$ cat config.mk
export PLATFORM = sky130hd
export DESIGN_NAME = cmp_search_ctrl
export DESIGN_NICKNAME = d
export VERILOG_FILES = /design/src/rtl/cmp_pkg.sv /design/src/rtl/cmp_resp_decode.sv /design/src/rtl/cmp_search_ctrl.sv
export SDC_FILE = /design/constraint.sdc
export NUM_CORES = 1
export LEC_CHECK = 0
export ABC_AREA = 1
export ABC_CLOCK_PERIOD_IN_PS = 2620
export CAP_MARGIN = 5
export CORE_MARGIN = 2
export CORE_UTILIZATION = 35
export DETAILED_ROUTE_END_ITERATION = 8
export PLACE_DENSITY = 0.6
export SLEW_MARGIN = 0
export SYNTH_ARGS = -nofsm -noshare
export SYNTH_HDL_FRONTEND = slang
export SYNTH_HIERARCHICAL = 1
export SYNTH_SLANG_ARGS = --single-unit
$ cat constraint.sdc
create_clock -name clk -period 2.62 [get_ports clk]
set_clock_uncertainty 0.2 [all_clocks]
set_input_delay 0.524 -clock clk [delete_from_list [all_inputs] [get_ports clk]]
set_output_delay 0.524 -clock clk [all_outputs]
set_load 0.05 [all_outputs]
$ cat src/rtl/cmp_pkg.sv
// Shared types for the successive-approximation comparator search controller:
// FSM states, decoded comparator responses and the step-counter width helper.
package cmp_pkg;

    typedef enum logic [2:0] {
        IDLE,
        DRIVE,
        SAMPLE,
        DONE,
        ERR
    } state_t;

    typedef enum logic [1:0] {
        RESP_LT,
        RESP_EQ,
        RESP_GT,
        RESP_BAD
    } resp_t;

    // Enough bits to count WIDTH+1 comparisons without wrapping.
    function automatic int steps_width(input int width);
        return $clog2(width + 2);
    endfunction

endpackage

$ cat src/rtl/cmp_resp_decode.sv
// Folds the comparator's lt/eq/gt flags into a single response code;
// anything other than exactly one flag set is reported as RESP_BAD.
module cmp_resp_decode
    import cmp_pkg::*;
(
    input  logic  cmp_lt,
    input  logic  cmp_eq,
    input  logic  cmp_gt,
    output resp_t resp
);

    always_comb begin
        resp = RESP_BAD;
        case ({cmp_lt, cmp_eq, cmp_gt})
            3'b100:  resp = RESP_LT;
            3'b010:  resp = RESP_EQ;
            3'b001:  resp = RESP_GT;
            default: resp = RESP_BAD;
        endcase
    end

endmodule

$ cat src/rtl/cmp_search_ctrl.sv
// Binary-search initiator: drives a guess to a magnitude comparator, narrows
// [lo, hi] from its answers and reports the found value and comparisons used.
module cmp_search_ctrl
    import cmp_pkg::*;
#(
    parameter int  WIDTH  = 3,
    parameter int  SETTLE = 1,
    localparam int STEP_W = steps_width(WIDTH)
) (
    input  logic              clk,
    input  logic              rst_n,
    input  logic              start,
    output logic [WIDTH-1:0]  guess,
    input  logic              cmp_lt,
    input  logic              cmp_eq,
    input  logic              cmp_gt,
    output logic              busy,
    output logic              done,
    output logic              error,
    output logic [WIDTH-1:0]  result,
    output logic [STEP_W-1:0] steps
);

    localparam int CNT_W = (SETTLE > 1) ? $clog2(SETTLE) : 1;
    localparam logic [WIDTH:0] ONE     = (WIDTH + 1)'(1);
    localparam logic [WIDTH:0] MAX_EXT = {1'b0, {WIDTH{1'b1}}};

    state_t            state, state_nxt;
    resp_t             resp;
    logic [WIDTH:0]    lo, lo_nxt, hi, hi_nxt;
    logic [WIDTH-1:0]  guess_nxt, result_nxt;
    logic [STEP_W-1:0] steps_nxt;
    logic [CNT_W-1:0]  cnt, cnt_nxt;

    // hi goes "negative" (MSB set) only after gt on guess 0; lo exceeds hi
    // after lt on the maximum. Either way the range is exhausted.
    function automatic logic range_empty(input logic [WIDTH:0] l, input logic [WIDTH:0] h);
        return h[WIDTH] || (l > h);
    endfunction

    cmp_resp_decode u_decode (
        .cmp_lt (cmp_lt),
        .cmp_eq (cmp_eq),
        .cmp_gt (cmp_gt),
        .resp   (resp)
    );

    always_ff @(posedge clk or negedge rst_n) begin
        if (!rst_n) begin
            state  <= IDLE;
            lo     <= '0;
            hi     <= '0;
            guess  <= '0;
            result <= '0;
            steps  <= '0;
            cnt    <= '0;
        end else begin
            state  <= state_nxt;
            lo     <= lo_nxt;
            hi     <= hi_nxt;
            guess  <= guess_nxt;
            result <= result_nxt;
            steps  <= steps_nxt;
            cnt    <= cnt_nxt;
        end
    end

    // start is a single-cycle request sampled on the rising edge; it is
    // accepted only in IDLE/DONE/ERR and silently dropped while busy.
    always_comb begin
        state_nxt  = state;
        lo_nxt     = lo;
        hi_nxt     = hi;
        guess_nxt  = guess;
        result_nxt = result;
        steps_nxt  = steps;
        cnt_nxt    = cnt;
        case (state)
            IDLE, DONE, ERR: begin
                if (start) begin
                    lo_nxt    = '0;
                    hi_nxt    = MAX_EXT;
                    steps_nxt = '0;
                    cnt_nxt   = '0;
                    guess_nxt = WIDTH'(MAX_EXT >> 1);
                    state_nxt = DRIVE;
                end
            end
            DRIVE: begin
                if (cnt == CNT_W'(SETTLE - 1)) begin
                    cnt_nxt   = '0;
                    state_nxt = SAMPLE;
                end else begin
                    cnt_nxt = cnt + CNT_W'(1);
                end
            end
            SAMPLE: begin
                steps_nxt = steps + STEP_W'(1);
                state_nxt = ERR;
                case (resp)
                    RESP_EQ: begin
                        result_nxt = guess;
                        state_nxt  = DONE;
                    end
                    RESP_LT, RESP_GT: begin
                        if (resp == RESP_LT) lo_nxt = {1'b0, guess} + ONE;
                        else                 hi_nxt = {1'b0, guess} - ONE;
                        if (!range_empty(lo_nxt, hi_nxt)) begin
                            guess_nxt = WIDTH'(lo_nxt + ((hi_nxt - lo_nxt) >> 1));
                            state_nxt = DRIVE;
                        end
                    end
                    default: state_nxt = ERR;
                endcase
            end
            default: state_nxt = IDLE;
        endcase
    end

    assign busy  = (state == DRIVE) || (state == SAMPLE);
    assign done  = (state == DONE);
    assign error = (state == ERR);

endmodule

==> impl_metrics.json, run 1 <==
{
  "status": "finished with violations",
  "failed_checks": "setup timing",
  "yosys_warnings": 6,
  "die_y_um": 66.8,
  "final_max_slew_viol_count": 0,
  "num_antenna_cells": 0,
  "io_buffers": 17,
  "crit_type": "in -> reg",
  "syn-cell-area_um2": 1380,
  "viasPerCell": 4.88,
  "leakage_uw": 0.000935,
  "synth_cells": 170,
  "clock-sinks": 20,
  "final_cell_mix": "nand2_1, buf_4, dfrtp_1",
  "cts_tree": "built",
  "hold_class": "reg -> reg",
  "routed_wirelength_um": 3250,
  "synth-edff-count": 0,
  "grt_start_max_net_pins": 21,
  "relSlewSlack_pct": 66.8,
  "seqPwrFrac_pct": 20.6,
  "ys_ff_latch": 20,
  "vias": 1279,
  "seqCellArea_um2": 503,
  "std_cell_rows": 22,
  "wl_per_cell_um": 12.4,
  "setup_slack_ps": -229,
  "layout_commonest_cell": "nand2_1",
  "synth_area_per_cell_um2": 8.12,
  "yosys_most_used_dff": "dfrtp_1",
  "critPathLaunchType": "input port",
  "cts_buffers": 3,
  "power_frac_comb_pct": 70.5,
  "crit_path_end_kind": "register",
  "clockBufferDepth": 2,
  "final_core_util_pct": 52.6,
  "syn_to_final_growth_pct": 41.7,
  "finalPower_uw": 2340,
  "dieArea_um2": 4460,
  "io_pins": 18,
  "p_per_area_nw_per_um2": 1200,
  "placeableCoreArea_um2": 3720,
  "tns_ps": -605,
  "multi_input_area_um2": 882,
  "drc_errors": 0,
  "place_congestion": 0.825,
  "seq_area_frac_synth_pct": 36.3,
  "fin_crit_ps": 2850,
  "ant_nets": 0,
  "synth_nets": 185,
  "drtPass1Iterations": 4,
  "hold_violations": 0,
  "internal_power_uw": 1160,
  "path_max_fanout": 8,
  "cts-root-buf": "clkbuf_8",
  "first_iter_violations": 76,
  "num-nets-final": 230,
  "gr-total-overflow": 0,
  "cp_data_arrival_time_ps": 2840,
  "fill_cells": 359,
  "cap_violations": 0,
  "synth-async-reset-ratio_pct": 100,
  "design_area_um2": 1960,
  "critPathRequiredTime_ps": 2610,
  "tightest_slew_ps": 496,
  "synth_cell_types": 31,
  "p_clk_share_pct": 8.9,
  "power.switching_uw": 1180,
  "p_sw_share_pct": 50.3,
  "dieWidth_um": 66.8,
  "setup_viol": 5,
  "clock_latency_ps": 260,
  "post-dp-hpwl_um": 2380,
  "start_util_pct": 37.1,
  "fmax_ghz": 0.351,
  "dpl_cell_area_um2": 1750,
  "clkTransAtPathRegs_ps": 80,
  "grt_pass1_vias": 1227,
  "htree_levels": 1,
  "grt_pass1_wl_um": 5330,
  "fin_crit_sh_pct": 109,
  "grt_usage_pct": 16.0,
  "cts_hold_buf": 0,
  "drive_gt1_share_pct": 39.3,
  "vdd_drop_max_mv": 0.361,
  "grt_antenna_before_repair": 0,
  "rsz0062_at_grt": "yes"
}
Yosys cell counts, drive strengths merged (2+ instances only):
cell type,number,area share [%]
nand2,44,14
inv,25,6.8
o21ai,21,8.7
dfrtp,20,36
nor2,17,8.1
nand3,15,5.4
ha,7,6.3
a21oi,3,1.1
buf,2,1.6
fa,2,2.9
o21bai,2,1.9
xor2,2,1.3
state kept, by name, summed over array words and instances, names as in the netlist:
| signal | count |
|---|---|
| hi | 4 |
| steps | 3 |
| state | 3 |
| lo | 4 |
| guess | 3 |
| result | 3 |
path summary, 6_finish.rpt:
kind	start	to	slack, ps	cells past startpoint
max reg2reg	guess[0]$_DFFE_PN0P_	guess[1]$_DFFE_PN0P_	-30	8
max	cmp_lt	guess[1]$_DFFE_PN0P_	-230	13
max in group asynchronous	rst_n	guess[1]$_DFFE_PN0P_	1590	2
min in group asynchronous	rst_n	result[2]$_DFFE_PN0P_	410	2
min	result[0]$_DFFE_PN0P_	result[0]$_DFFE_PN0P_	300	2
min reg2reg	result[0]$_DFFE_PN0P_	result[0]$_DFFE_PN0P_	300	2
metal layers:
metal / global-route usage [%] / vias up / routed length, um
li1: - / 641 / -
met1: 19.7 / 617 / 1460
met2: 28.1 / 16 / 1670
met3: 2.53 / 5 / 81
met4: 5.36 / 0 / 45
met5: 0 / - / 0
metrics by stage:
step | hold slack, ps | cells | setup WS [ps]
after floorplan | 28.4 | 170 | -190
after global placement | 266 | 251 | -819
after detailed placement | 280 | 251 | -876
after CTS | 298 | 259 | -195
after global routing | 330 | 262 | -338
final | 301 | 262 | -229
layout make-up:
cell class	instances	share of cell area, %
sequential	20	25.7
multi-input combinational	123	45.1
inverter	25	4.80
tap	48	3.07
clock buffer	4	2.30
timing repair buffer	42	19.0
power groups by stage:
stage	sequential, uW	combinational [uW]	clock [uW]
global placement	481	1430	0
global route	497	1810	227
detailed placement	488	1460	0
CTS	483	1510	217
finish	482	1650	209
floorplan	650	883	0
cells by family (layout without fill, tap and decap cells):
kind of cell	after synthesis	in the layout	share of synthesized area (%)
simple gates	79	79	29.1
xor+xnor	2	2	1.27
buf+inv	27	71	8.43
flops	20	20	36.3
fa+ha+maj	9	9	9.25
compound gates	33	33	15.7
critical path, cell delays in order:
cell      delay [ps]
buf_8            100
nand3b_1         160
nand3_2          100
nand2_4           70
nor2_4           250
buf_6            150
o21ai_2           60
nand2_2          100
fa_2             470
ha_4             180
fa_2             530
nor2_2            30
o21ai_1          120
timing repair:
action / CTS / global route
pin swaps: 10 / 13
buffers inserted: 4 / 3
gates resized for setup: 22 / 23
setup endpoints to repair: 5 / 5
No activity file was read; power rests on OpenSTA's default activity.
==> inputs of run 2 (changes only) <==
ABC_CLOCK_PERIOD_IN_PS = 3150   (was 2620)
PLACE_DENSITY = 0.58   (was 0.6)
clock period = 3.15 ns   (was 2.62 ns; I/O delays follow)
==> run 2 against run 1 <==
Compared with the run above:
- the flow now finishes without violations
- die area did not move
- flip-flop and latch count stayed put
- sequential share of layout area increased by 0.63 points
- clock-buffer cell count is 1 lower
- critical endpoint unchanged
- first-iteration DRC count up 41%
- largest cell class unchanged
- power decreased by 17%
==> impl_metrics.json, run 2 (same netlist as run 1, synthesis figures left out) <==
{
  "syn_to_final_growth_pct": 37.6,
  "start_util_pct": 37.1,
  "std_cell_rows": 22,
  "setup_viol": 0,
  "vias": 1253,
  "drive_gt1_share_pct": 32.2,
  "p_clk_share_pct": 13.3,
  "tightest_slew_ps": 916,
  "final_max_slew_viol_count": 0,
  "path_max_fanout": 6,
  "power_frac_comb_pct": 66.0,
  "grt_start_max_net_pins": 21,
  "grt_pass1_vias": 1220,
  "grt_usage_pct": 16.0,
  "relSlewSlack_pct": 38.8,
  "cts_hold_buf": 0,
  "leakage_uw": 0.000918,
  "placeableCoreArea_um2": 3720,
  "finalPower_uw": 1950,
  "post-dp-hpwl_um": 2280,
  "clock-sinks": 20,
  "internal_power_uw": 1000,
  "grt_antenna_before_repair": 0,
  "p_per_area_nw_per_um2": 1030,
  "dieWidth_um": 66.8,
  "reg_top3": "hi (4), lo (4)",
  "dpl_cell_area_um2": 1720,
  "num-nets-final": 227,
  "cap_violations": 0,
  "setup_slack_ps": 102,
  "fin_crit_sh_pct": 96.8,
  "num_antenna_cells": 0,
  "vdd_drop_max_mv": 0.705,
  "clkTransAtPathRegs_ps": 80,
  "cts_buffers": 3,
  "htree_levels": 1,
  "cts-root-buf": "clkbuf_8",
  "fin_crit_ps": 3050,
  "dieArea_um2": 4460,
  "hold_class": "reg -> reg",
  "die_y_um": 66.8,
  "ant_nets": 0,
  "final_cell_mix": "nand2_1, dfrtp_1, buf_4",
  "cp_data_arrival_time_ps": 3050,
  "clock_latency_ps": 260,
  "design_area_um2": 1900,
  "cts_tree": "built",
  "clockBufferDepth": 2,
  "finalNonFillerCells": 259,
  "crit_type": "in -> reg",
  "fmax_ghz": 0.328,
  "first_iter_violations": 107,
  "place_ws_ps": -446,
  "hold_violations": 0,
  "place_congestion": 0.852,
  "status": "finished, final reports clean",
  "viasPerCell": 4.84,
  "routed_wirelength_um": 3220,
  "seqPwrFrac_pct": 20.7,
  "wl_per_cell_um": 12.4,
  "io_pins": 18,
  "grt_pass1_wl_um": 5350,
  "critPathLaunchType": "input port",
  "final_core_util_pct": 51.1,
  "io_buffers": 17,
  "drc_errors": 0,
  "drtPass1Iterations": 4,
  "dp.cells": 251,
  "critPathRequiredTime_ps": 3150,
  "power.switching_uw": 950,
  "layout_commonest_cell": "nand2_1",
  "gr-total-overflow": 0,
  "p_sw_share_pct": 48.7,
  "crit_path_end_kind": "register"
}
==> run 2: final timing paths <==
kind	start	end	slack, ps	cells after the start
worst max-delay path	cmp_lt	guess[1]$_DFFE_PN0P_	100	16
worst min register to register	result[1]$_DFFE_PN0P_	result[1]$_DFFE_PN0P_	290	2
max in group asynchronous	rst_n	hi[2]$_DFFE_PN0P_	1510	1
worst max register to register	guess[0]$_DFFE_PN0P_	guess[1]$_DFFE_PN0P_	350	8
worst min-delay path	result[1]$_DFFE_PN0P_	result[1]$_DFFE_PN0P_	290	2
min in group asynchronous	rst_n	result[1]$_DFFE_PN0P_	680	1
==> run 2: final cells by class <==
class | count | area, um^2
clock buffer | 3 | 41.3
clock inverter | 1 | 30.0
fill | 359 | 1820
inverter | 25 | 96.3
multi-input combinational | 123 | 838
sequential | 20 | 500
tap | 48 | 60.1
timing repair buffer | 39 | 333
==> run 2: per-stage QoR <==
| stage | hold WS, ps | setup TNS [ps] |
|---|---|---|
| floorplan | 134 | 0 |
| CTS | 296 | 0 |
| global placement | 267 | -1520 |
| global route | 328 | -128 |
| finish | 289 | 0 |
| detailed placement | 276 | -1750 |
==> run 2: per-layer routing <==
metal	vias up	track usage (%)	part of all wire (%)
li1	629	-	-
met1	589	20.7	46
met2	29	24.8	48
met3	6	4.05	4.5
met4	0	7.65	1.6
met5	-	0	0
==> run 2: power by group through the flow <==
stage / Combinational [uW] / Clock, uW / Sequential (uW)
4_1_cts: 1210 / 267 / 402
5_1_grt: 1430 / 275 / 414
2_1_floorplan: 726 / 0 / 537
3_5_place_dp: 1190 / 0 / 408
3_3_place_gp: 1180 / 0 / 402
6_report: 1290 / 260 / 403
==> run 2: timing repair <==
item                                   in CTS  in global routing
setup buffers                               0                  4
pin swaps                                   5                 15
setup endpoints to repair                   5                  5
gates resized for setup                     9                 25
endpoints found under the hold margin       0                  0
==> run 2: critical path, stage by stage <==
cell	delay (ps)
clkdlybuf4s15_1	190
nor2_1	110
nand2_2	80
nand3_2	90
nand2_4	60
buf_6	120
inv_4	70
nand2_8	60
nor2_4	140
nor2_4	60
nand2_2	90
fa_2	460
ha_4	180
fa_2	560
nor2_2	30
o21ai_1	110
==> inputs of run 3 (changes only) <==
CTS_CLUSTER_SIZE = 25   (was unset)
==> results of run 3 <==
The final DEF is identical to that of run 2; final timing and power are the same.
==> RTL edit 1 (config.mk and constraints of run 1) <==
Encoding of `state_t`: now Gray code (3 bits for 5 states).
--- a/src/rtl/cmp_pkg.sv
+++ b/src/rtl/cmp_pkg.sv
@@ -5,7 +5,7 @@
     typedef enum logic [2:0] {
-        IDLE,
-        DRIVE,
-        SAMPLE,
-        DONE,
-        ERR
+        IDLE   = 3'b000,
+        DRIVE  = 3'b001,
+        SAMPLE = 3'b011,
+        DONE   = 3'b010,
+        ERR    = 3'b110
     } state_t;
Function: same outputs for any inputs over 10 cycles, from zero or initial values and one cycle with rst_n low; not proved beyond that.
==> RTL edit 1 against run 1 <==
Total power decreased by 11%. Setup slack improved by 0.10 ns. Via count shrank 3.0%. Fmax up 3.7%. Highest routed layer unchanged. First-iteration DRC count decreased by 9.2%. Die area down 3.8%. Synthesized area is 4.0% lower. Register-to-register slack better by 0.04 ns. Final area rose by 1.8%. Sequential cell count did not move. Clock power is 5% higher. Utilization up 1.7 points. Routed wire length rose by 4.1%. Critical path depth rose by 2. The flow still finishes with violations (negative setup slack).
==> RTL edit 1: results (changes against run 1) <==
failing checks - negative setup slack (unchanged)
placed inst area - 0.00171 sq mm (was 0.00175 sq mm)
XOR/XNOR Fraction of Synth Area - 0.0132 (was 0.0127)
adder-cell area share of the yosys netlist - 0.0963 (was 0.0925)
GPL Wtd Cong - 0.944 (was 0.825)
post-detail-place hpwl - 2.38 mm (about the same)
dpl ws - -0.809 ns (was -0.876 ns)
overall global routing resource usage - 0.170 (was 0.160)
Vias/cell - 4.71 (was 4.88)
ranking of synthesized cells by area - dfrtp_1 (38%), nand2_1 (9.3%), inv_1 (7.1%) (was dfrtp_1 (36%), nand2_1 (10%), ha_1 (6.3%))
nets - 231 (was 230)
WHS Endpoint - result[1] (was result[0])
vias in the first global route - 1243 (was 1227)
crit path max fanout - 3 (was 8)
DR pass1 iterations - 4 (unchanged)
sequential area share after synthesis - 0.378 (was 0.363)
hold_sp - result[1] (was result[0])
status - finished with violations (unchanged)
first-pass GRT wire length - 5.49 mm (was 5.33 mm)
Max-slew headroom - 0.668 (about the same)
RR Startpoint - guess[1] (was guess[0])
final WL - 3.39 mm (was 3.25 mm)
Leak - 0.00101 uW (was 0.000935 uW)
Final setup viols - 2 (was 5)
Syn Inst Count - 167 (was 170)
multiplexer share of the synthesized area - 0 (unchanged)
WP data arrival - 2.70 ns (was 2.84 ns)
hold slack - 0.290 ns (was 0.301 ns)
syn nets - 182 (was 185)
Compound-Gate Fraction of Synth Area - 0.143 (was 0.157)
Max IR drop VDD - 307 uV (was 361 uV)
setup slack after layout - -0.126 ns (was -0.229 ns)
Finished Layout Cells - 263 (was 262)
flop-to-flop setup slack - 0.01 ns (was -0.03 ns)
CP Launch Point - cmp_eq (was cmp_lt)
commonest cells in the netlist - nand2_1 (33), inv_1 (25), dfrtp_1 (20) (was nand2_1 (37), dfrtp_1 (20), inv_1 (19))
==> RTL edit 1: changes by cell type after synthesis, sizes merged, moves of 2 or more <==
cell	delta
nand2	-3
nand3	-3
xnor2	+2
a22oi	+3
o21ai	-10
inv	+5
a21oi	+3
nor2	+3
o22ai	+2
xor2	-2
==> RTL edit 1: through the flow <==
stage,util,setup TNS [ns]
after floorplan,-,-0.374
after global placement,0.467,-4.03
after detailed placement,0.467,-4.42
after CTS,0.519,-0.428
after global routing,0.544,-0.425
final,0.544,-0.201
==> RTL edit 1: how the worst max path moves through the flow <==
stage,to,slack (ns),cells past startpoint
6_report,guess[1],-0.13,15
5_1_grt,guess[1],-0.18,15
4_1_cts,guess[1],-0.23,15
3_5_place_dp,guess[2],-0.81,18
3_3_place_gp,guess[1],-0.74,17
2_1_floorplan,guess[2],-0.19,17
==> RTL edit 1: cells by family (layout without fill, tap and decap cells) <==
group,Yosys count,after routing
DFF,20,20
AOI/OAI and AO/OA,28,28
buffers and inverters,33,81
adders and majority gates,9,9
and+or+nand+nor,75,75
xor gates and xnor gates,2,2
==> RTL edit 1: worst max-delay path: stages <==
cell and delay [ns]:
buf_6 0.10, nor2_4 0.12, nand2_4 0.08, nand2_2 0.09
inv_4 0.05, nor2_4 0.14, buf_6 0.12, nand2_4 0.04
o21ai_4 0.06, nand2_2 0.08, fa_1 0.50, ha_2 0.17
inv_2 0.04, fa_2 0.52, a22oi_2 0.07
==> RTL edit 1: what timing repair did <==
action                                 4_1_cts  5_1_grt
endpoints found under the hold margin        0        0
pin swaps                                   21       14
cloned                                       0        0
buffers inserted                             5        3
resized for setup                           39       14
setup endpoints to repair                    6        6
==> RTL edit 1: layout make-up <==
cell class | instances | area, sq um
Tap cell | 48 | 60.1
Sequential cell | 20 | 503
Inverter | 31 | 119
Timing Repair Buffer | 46 | 422
Multi-Input combinational cell | 114 | 842
Fill cell | 320 | 1670
Clock buffer | 4 | 45.0
==> RTL edit 1: routing by layer <==
metal | GRT usage | up-vias | wire length, um
met5 | 0 | - | 0
met1 | 0.187 | 586 | 1440
met4 | 0.0651 | 0 | 42
met3 | 0.0394 | 5 | 94
li1 | - | 633 | -
met2 | 0.314 | 16 | 1810
==> RTL edit 1: power breakdown <==
group	internal, uW	total [uW]	switching, uW
Sequential	412	496	83.7
Combinational	528	1360	830
Clock	109	219	110
Total	1050	2070	1020
==> RTL edit 2 (flow settings as in run 1) <==
Made on the original files. Change the parameter `WIDTH` from 3 to 6.
--- a/src/rtl/cmp_search_ctrl.sv
+++ b/src/rtl/cmp_search_ctrl.sv
@@ -5,3 +5,3 @@
 #(
-    parameter int  WIDTH  = 3,
+    parameter int  WIDTH  = 6,
     parameter int  SETTLE = 1,
Interface: changed (resized guess and result); port bits go from 18 to 24. No check against the original RTL was run, so the function may have changed too.
==> RTL edit 2 against run 1 <==
The flow still finishes with violations (negative setup slack). Combinational power increased by 7%. Sequential cell count increased by 12. Synthesized area increased by 69%. Total power increased by 25%. Final area increased by 87%. Worst hold slack got worse by 0.019 ns. Final cell count increased by 81%. Synthesized cell count increased by 77%. Routed wire length increased by 100%. Setup slack got worse by 0.36 ns. Count of clock-buffer cells in the layout increased by 1. Critical endpoint is now guess[5].
==> RTL edit 2: results (changes against run 1) <==
Regs by FF count - hi x7, lo x7 (was hi x4, lo x4)
nets - 414 (was 230)
M3 GR Usage - 0.0298 (was 0.0253)
dpl ws - -1.40 ns (was -0.876 ns)
GR met2 Demand/Resource - 0.326 (was 0.281)
number of placed instances, taps included - 450 (was 251)
Vias/cell - 4.95 (was 4.88)
Clock Power Share - 0.166 (was 0.089)
seq pwr - 672 uW (was 482 uW)
Syn Inst Count - 301 (was 170)
Ys Warns - 6 (unchanged)
setup slack after layout - -0.588 ns (was -0.229 ns)
Max IR drop VDD - 751 uV (was 361 uV)
crit path max fanout - 6 (was 8)
flop-to-flop setup slack - -0.54 ns (was -0.03 ns)
Leak - 0.00172 uW (was 0.000935 uW)
worst-margin pin slew - 0.519 ns (was 0.496 ns)
WP data arrival - 3.19 ns (was 2.84 ns)
worst reg2reg path endpoint - guess[5] (was guess[1])
setup TNS - -2.82 ns (was -0.605 ns)
postcts setup bufs - 8 (was 4)
total power - 2920 uW (was 2340 uW)
vias in the first global route - 2322 (was 1227)
layout cells sized above 1 - 0.475 (was 0.393)
largest net degree at the start of global routing - 33 (was 21)
Finished Layout Cells - 473 (was 262)
Met2 Routed Length - 3.49 mm (was 1.67 mm)
H-tree depth - 2 (was 1)
post-detail-place hpwl - 4.74 mm (was 2.38 mm)
fill cell count - 563 (was 359)
ranking of synthesized cells by area - dfrtp_1 (34%), nand2_1 (11%), inv_1 (6.1%) (was dfrtp_1 (36%), nand2_1 (10%), ha_1 (6.3%))
first-pass GRT wire length - 10.5 mm (was 5.33 mm)
status - finished with violations (unchanged)
clock latency on the worst-skew pair - 0.29 ns (was 0.26 ns)
commonest cells in the netlist - nand2_1 (68), inv_1 (38), dfrtp_1 (32) (was nand2_1 (37), dfrtp_1 (20), inv_1 (19))
placed inst area - 0.00309 sq mm (was 0.00175 sq mm)
syn nets - 320 (was 185)
fraction of registers with async set/reset - 1.00 (unchanged)
WL met3 - 218 um (was 81 um)
CTS resizes - 40 (was 22)
hold slack - 0.281 ns (was 0.301 ns)
Port Buf Inserts - 23 (was 17)
clk buf depth - 2 (unchanged)
M1 WL - 2.83 mm (was 1.46 mm)
Reg2Reg Depth - 19 (was 8)
WHS Endpoint - result[0] (unchanged)
synth unique cells - 44 (was 31)
overall global routing resource usage - 0.181 (was 0.160)
1st-iter DRT viols - 100 (was 76)
sequential area share after synthesis - 0.344 (was 0.363)
Final setup viols - 8 (was 5)
failing checks - negative setup slack (unchanged)
drt wl/cell - 14.0 um (was 12.4 um)
GPL Wtd Cong - 0.828 (was 0.825)
P_sw - 1340 uW (was 1180 uW)
cts bufs inserted - 5 (was 3)
met1 usage - 0.226 (was 0.197)
==> RTL edit 2: cell types whose count changed after synthesis, moves of 6 or more <==
cell / run 1 / this run
dfrtp_1: 20 / 32
o22ai_1: 1 / 8
a21oi_1: 3 / 9
nand3_1: 15 / 22
inv_1: 19 / 38
nand2_1: 37 / 68
==> RTL edit 2: cell type report <==
type	instances	area (sq um)	share of cell area
Sequential cell	32	803	0.220
Tap cell	77	96.3	0.0264
Inverter	49	193	0.0527
Multi-Input combinational cell	214	1630	0.447
Clock inverter	3	42.5	0.0116
Clock buffer	5	68.8	0.0188
Timing Repair Buffer	93	818	0.224
==> RTL edit 2: logic make-up after synthesis <==
family,Yosys count,synth area share
AND/OR/NAND/NOR,139,0.298
buffers and inverters,56,0.105
AO/OA/AOI/OAI,53,0.146
flip-flops,32,0.344
adder cells (fa/ha/maj),13,0.0764
XOR/XNOR,8,0.0301
==> RTL edit 2: how the worst max path moves through the flow <==
stage | from | end | slack (ns) | depth (start not counted)
floorplan | cmp_lt | guess[4] | -0.67 | 19
global placement | cmp_eq | guess[4] | -1.37 | 18
detailed placement | cmp_eq | guess[4] | -1.40 | 18
CTS | cmp_eq | guess[4] | -0.55 | 18
global route | cmp_lt | guess[5] | -0.73 | 24
finish | cmp_lt | guess[5] | -0.59 | 24
==> RTL edit 2: critical path, cell delays in order <==
cell	delay, ns
buf_8	0.10
nor2_4	0.11
nand2_4	0.08
nand3_4	0.09
nand2_4	0.07
nor2_4	0.21
buf_6	0.13
nand2_2	0.04
o21ai_2	0.07
inv_2	0.09
ha_4	0.28
nand3_4	0.09
nand2_4	0.08
nand3_2	0.07
buf_4	0.13
nand3_1	0.06
nand2_1	0.08
xnor2_1	0.14
ha_1	0.39
nand2_2	0.11
nand2_2	0.07
nand2_1	0.05
nand3_1	0.06
nand2_1	0.05
